## config.mk

```make
export PLATFORM = sky130hd
export DESIGN_NAME = pmp_gate
export DESIGN_NICKNAME = d
export VERILOG_FILES = /design/src/rtl/pmp_gate.sv
export SDC_FILE = /design/constraint.sdc
export NUM_CORES = 1
export LEC_CHECK = 0
export ABC_AREA = 1
export CAP_MARGIN = 40
export CORE_ASPECT_RATIO = 1.5
export CORE_MARGIN = 5
export CORE_UTILIZATION = 35
export DETAILED_ROUTE_END_ITERATION = 10
export PLACE_DENSITY = 0.71
export SYNTH_ARGS = -nofsm -noshare
export SYNTH_HDL_FRONTEND = slang
export SYNTH_SLANG_ARGS = --single-unit
```

## constraint.sdc

```tcl
create_clock -name clock -period 1.95 [get_ports clock]
set_input_delay 0.2925 -clock clock [delete_from_list [all_inputs] [get_ports clock]]
set_output_delay 0.2925 -clock clock [all_outputs]
set_load 0.05 [all_outputs]
```

## src/rtl/pmp_gate.sv

```systemverilog
// Request gate between core port and system bus: every request is checked by the PMP
// checker first; denied ones get a fault response and never reach the bus. Option: PMP_GATE_TIMEOUT_EN.
module pmp_gate #(
    parameter logic [1:0] M_MODE  = 2'b11,
    parameter int         TIMEOUT = 255
) (
    input  logic        clock,
    input  logic        reset,
    input  logic        mem_valid,
    input  logic        mem_instr,
    input  logic [1:0]  mem_mode,
    input  logic [31:0] mem_addr,
    input  logic [31:0] mem_wdata,
    input  logic [3:0]  mem_wstrb,
    output logic        mem_ready,
    output logic [31:0] mem_rdata,
    output logic        mem_error,
    output logic        pmp_valid,
    output logic        pmp_instr,
    output logic [1:0]  pmp_mode,
    output logic [31:0] pmp_addr,
    output logic [3:0]  pmp_wstrb,
    input  logic        pmp_error,
    output logic        bus_valid,
    output logic        bus_instr,
    output logic [31:0] bus_addr,
    output logic [31:0] bus_wdata,
    output logic [3:0]  bus_wstrb,
    input  logic        bus_ready,
    input  logic [31:0] bus_rdata,
    output logic [7:0]  fault_count
);
    typedef enum logic [2:0] {IDLE, CHECK, ISSUE, RESP, FAULT} state_t;

    state_t      state;
    logic        req_instr;
    logic [1:0]  req_mode;
    logic [31:0] req_addr;
    logic [31:0] req_wdata;
    logic [3:0]  req_wstrb;
    logic [31:0] rdata_q;

`ifdef PMP_GATE_TIMEOUT_EN
    localparam logic [15:0] WAIT_LAST = 16'(TIMEOUT - 1);
    logic [15:0] wait_cnt;
`endif

    always_ff @(posedge clock) begin
        if (!reset) begin
            state       <= IDLE;
            req_instr   <= 1'b0;
            req_mode    <= 2'b00;
            req_addr    <= 32'h0;
            req_wdata   <= 32'h0;
            req_wstrb   <= 4'h0;
            rdata_q     <= 32'h0;
            fault_count <= 8'h00;
`ifdef PMP_GATE_TIMEOUT_EN
            wait_cnt    <= 16'h0;
`endif
        end else begin
            case (state)
                IDLE: if (mem_valid) begin
                    req_instr <= mem_instr;
                    req_mode  <= mem_mode;
                    req_addr  <= mem_addr;
                    req_wdata <= mem_wdata;
                    req_wstrb <= mem_wstrb;
                    state     <= CHECK;
                end
                CHECK: begin
                    if (pmp_error) begin
                        rdata_q <= 32'h0;  // fault cycle must present zero data
                        state   <= FAULT;
                    end else begin
                        state   <= ISSUE;
                    end
`ifdef PMP_GATE_TIMEOUT_EN
                    wait_cnt <= 16'h0;
`endif
                end
                ISSUE: begin
                    if (bus_ready) begin
                        rdata_q <= bus_rdata;
                        state   <= RESP;
                    end
`ifdef PMP_GATE_TIMEOUT_EN
                    else if (wait_cnt == WAIT_LAST) begin
                        rdata_q <= 32'h0;
                        state   <= FAULT;
                    end else begin
                        wait_cnt <= wait_cnt + 16'h1;
                    end
`endif
                end
                RESP: state <= IDLE;
                FAULT: begin
                    if (fault_count != 8'hFF)
                        fault_count <= fault_count + 8'h01;
                    state <= IDLE;
                end
                default: state <= IDLE;
            endcase
        end
    end

    // Bus and checker views are pure decodes of state and latched request.
    always_comb begin
        mem_ready = (state == RESP) || (state == FAULT);
        mem_error = (state == FAULT);
        mem_rdata = rdata_q;
        pmp_valid = (state == CHECK);
        pmp_instr = pmp_valid & req_instr;
        pmp_mode  = pmp_valid ? req_mode  : 2'b00;
        pmp_addr  = pmp_valid ? req_addr  : 32'h0;
        pmp_wstrb = pmp_valid ? req_wstrb : 4'h0;
        bus_valid = (state == ISSUE);
        bus_instr = bus_valid & req_instr;
        bus_addr  = bus_valid ? req_addr  : 32'h0;
        bus_wdata = bus_valid ? req_wdata : 32'h0;
        bus_wstrb = bus_valid ? req_wstrb : 4'h0;
    end
endmodule

```

Yosys cells after proc, flatten, opt, wreduce, memory -nomap -nowiden
Index checks and enable logic that the tools add are counted.

Register bits: 114. Bits of input ports: 108. Output and inout port bits: 152. Logic and storage cells: 39.

$add $sub $neg: 1. Eq/ne operators: 8. Multiplexer cells: 13. Bitwise logic cells: 2. Reductions and logical operators: 7.

Operators with widths (number): $mux 32 (5); $pmux 32 s2 (1); $mux 3 (3); $pmux 3 s3 (1); $add 8x1->8 const B (1); $mux 4 (2); $ne 8x8->1 const B (1); $eq 3x2->1 const B (2); $reduce_and 2->1 (3); $ne 2x1->1 const B (2); $eq 3x1->1 const B (1); $eq 3x3->1 const B (1); $logic_not 3->1 (1); $reduce_and 3->1 (1); $and 1x1->1 (2); $mux 2 (1); $ne 2x2->1 const B (1); $reduce_bool 2->1 (1); $logic_or 1x1->1 (1).

Logic depth before layout (Yosys ltp)
Gate-level depths: netlist of run 1.

Word-level depth: 3. Mapped depth: 9. Mapped depth without buffers: 9.

Least setup slack after synthesis of run 1
Ideal clock, no wire load.

Kind: register to output. Start point: register state[2]. End point: output bus_wdata[25]. Arrival time: 1.610 ns. Required time: 1.657 ns. Path slack: 0.048 ns. Cell stages (with the launch flop): 6. Buffers on the path: 2. Path through: dfxtp_1 > nor2_2 > nand2_1 > buf_2 > buf_1 > nor2_1.

Word-level cells in the longest chain between the ends: 2.

Ends and longest elaborated chain: start: declaration (line 35) `state_t state;`; start signal: assignment (line 50) `state <= IDLE;`; start signal: assignment (line 69) `state <= CHECK;`; start signal: assignment (line 74) `state <= FAULT;`; $eq 3x2->1 (line 117) `bus_valid = (state == ISSUE);`; $mux 32 (line 120) `bus_wdata = bus_valid ? req_wdata : 32'h0;`; end: declaration (line 27) `output logic [31:0] bus_wdata,`.

No other way between the ends.

Final worst setup path of run 1
Start point: register state[2]. End point: output bus_wdata[29].

Same word-level chain as after synthesis.

==> results of run 1 <==
==> routing by layer <==
layer,up-vias,GRT usage [%]
li1,2934,-
met1,2538,21.7
met2,210,35.7
met3,33,7.91
met4,0,8.56
met5,-,0
==> power by group through the flow <==
stage               clock network, uW  registers (uW)  logic (uW)
global placement                    0            2680        1900
floorplan                           0            2940         862
CTS                              3160            2640        1930
detailed placement                  0            2690        1920
global route                     3270            2660        2090
finish                           3100            2640        1920
==> cells in the mapped netlist, types with 2 or more instances <==
master / count / area share (%)
a21oi_1: 76 / 7.3
buf_1: 8 / 0.58
buf_2: 21 / 2.0
buf_4: 3 / 0.43
clkbuf_1: 26 / 1.9
dfxtp_1: 114 / 44
inv_1: 145 / 10
inv_2: 2 / 0.14
nand2_1: 86 / 6.2
nand3_1: 40 / 3.8
nand3_2: 2 / 0.38
nand4_1: 29 / 3.5
nor2_1: 165 / 12
o21ai_0: 72 / 6.9
==> cell type report <==
cell class,count,area [um2]
clock buffers,20,467
multi-input cells,475,2180
fillers,1184,4830
repair buffers,277,3900
well taps,196,245
flip-flops and latches,114,2280
clock inverters,12,133
inverters,148,559
==> worst reg2reg max path: stages (launching register included) <==
cell	delay, ns
dfxtp_1	0.34
nor2_2	0.15
buf_4	0.33
nand3_4	0.19
buf_12	0.23
o21ai_0	0.29
a21oi_1	0.09
==> metrics by stage <==
| stage | instance area [um2] | instances | TNS (ns) | total power, uW |
|---|---|---|---|---|
| 2_1_floorplan | 5220 | 795 | 0 | 3800 |
| 3_3_place_gp | 9110 | 1208 | 0 | 4570 |
| 3_5_place_dp | 9110 | 1208 | 0 | 4600 |
| 4_1_cts | 9720 | 1240 | -0.0345 | 7730 |
| 5_1_grt | 9770 | 1242 | -3.97 | 8020 |
| 6_report | 9770 | 1242 | -0.146 | 7660 |
==> flip-flops by register name, summed over array words and instances (netlist names) <==
name,flops
req_wdata,32
req_instr,1
req_addr,32
fault_count,8
req_wstrb,4
mem_rdata,32
state,3
req_mode,2
==> kinds of logic after synthesis <==
family / Yosys count
buffers and inverters: 206
and+or+nand+nor: 324
xor gates and xnor gates: 1
adders and majority gates: 1
DFF: 114
AOI/OAI and AO/OA: 149
==> timing repair <==
item                       CTS  global route
setup endpoints to repair   10            79
resized for setup            5            13
setup buffers                0             2
==> how the worst max path moves through the flow <==
| stage | startpoint | end | slack, ns | cells after the start |
|---|---|---|---|---|
| CTS | state[2] | bus_wdata[0] | -0.008 | 5 |
| global placement | mem_valid | req_addr[2] | 0.32 | 5 |
| floorplan | state[2] | bus_wdata[25] | 0.05 | 5 |
| finish | state[2] | bus_wdata[29] | -0.02 | 5 |
| detailed placement | state[2] | req_addr[2] | 0.29 | 6 |
| global route | state[2] | bus_wdata[12] | -0.08 | 5 |
==> flow_summary.ini, run 1 <==
[outcome]
status = complete, but fails checks
violations = negative setup slack

[worst_setup_path]
timing.rr.start = state[2]
crit_arrival_ns = 1.68
r2r_cells = 6
crit_path_top_delay_cell = dfxtp_1
crit_path_max_incr_delay_ns = 0.34
r2r_end = req_wdata[8]
critPathMaxFanout = 75
endpoint_kind = primary output
worst_path_most_repeated_cell = buf_12
required_ns = 1.66
cp_top_family = simple AND/OR/NAND/NOR gates
crit_chain = nor2_2 -> nand2_2 -> buf_12 -> nor2_1 -> buf_12
path_buf_inv = 2
reg2reg_slack_ns = 0.23
path_class = reg -> out
worstSetupStartpointType = flip-flop

[synthesis]
ys_types = 20
netlist_area_um2 = 5220
synth.avg_cell_area_um2 = 6.56
synthCells = 795
synthXorXnorAreaFrac_pct = 0.168
ys_seq_area_share_pct = 43.7
synth_top_family_by_area = simple AND/OR/NAND/NOR gates
synthMuxAreaShare_pct = 0
yosys.area_share.simple_pct = 26.0
ys_seq_elements = 114
yosysWarnings = 0
synth_nets = 904
ys_async_sr_fraction_pct = 0
synth-compound-area-share_pct = 14.3
synth_edf_count = 0
ys.flop_type = dfxtp_1
synthAdderAreaFrac_pct = 0.240

[floorplanning]
die-area_um2 = 17500
fp.dieW_um = 110
coreArea_um2 = 14600
initial_core_util_pct = 35.8
std_cell_rows = 54
fp.dieH_um = 160
io-pin-count = 260

[global_routing]
grtUsageTotal_pct = 20.5
grt_start_max_net_pins = 83
grt_overflow = 0
antenna_found_initial = 0
grt_pass1_vias = 5478
grt_pass1_wl_um = 28300

[power]
power_frac_seq_pct = 34.4
switching_power_uw = 2350
ir_worst_vdd_mv = 0.509
p_clk_share_pct = 40.5
p_int_uw = 5310
power_switching_share_pct = 30.7
cellPowerDensity_nw_per_um2 = 785
p_comb_share_pct = 25.1
leakagePower_uw = 0.00409

[sta]
hold_viol = 0
relSlewSlack_pct = 63.7
drv_slew = 0
finalSetupViolCount = 18
rsz0062_at_grt = yes
clock_skew_ns = 0.0192
period_share_pct = 101
worstMarginPinSlew_ns = 0.543
max_freq_mhz = 508
min_period_ns = 1.97
setup_ws_ns = -0.0198
fin_hold_ws_ns = 0.262

[run]
max-cap-violations = 0

[clock_network]
worst_skew_pair.late_latency_ns = 0.41
cts_buffers = 17
htreeDepth = 4
cts_sinks = 114
cts_hold_buf = 0
cts_max_path_buffers = 2
cts-root-buf = clkbuf_16
path_clk_slew_ns = 0.06
tritoncts = built

[placement]
dp_hpwl_um = 13100
pre_cts_ws_ns = 0.292
io_buffers = 259
place_congestion = 0.783

[drt]
drt-pass1-iter-count = 4
wl_met3_um = 1580
vias = 5715
wl_um = 17900
wire_per_inst_um = 14.5
m1WireLength_um = 6400
wl_met2_um = 9380
route.detailed.drc = 0
dr.first_iter.drc_count = 221
highest_layer = met4
avgViaCountPerCell = 4.60
detail-route-antenna-nets = 0

[finish]
final_core_utilization_pct = 66.9
area_growth_pct = 87.2
layout-drive-gt1-share_pct = 18.1
mostFrequentLayoutCell = nor2_1
antenna_cells = 0
nets = 1142
final_cell_mix = nor2_1, inv_1, clkdlybuf4s50_1, buf_12, dfxtp_1

[min_path]
holdPathEnd = mem_rdata[20]
holdPathStages = 3
hp-start = reset
hold_path.class = in -> reg
No activity file was read; power rests on OpenSTA's default activity.
==> run 2: changes to the inputs <==
Settings changed: CTS_CLUSTER_SIZE from default to 28.
==> results of run 2 <==
The final DEF is identical to that of run 1; final timing and power are the same.
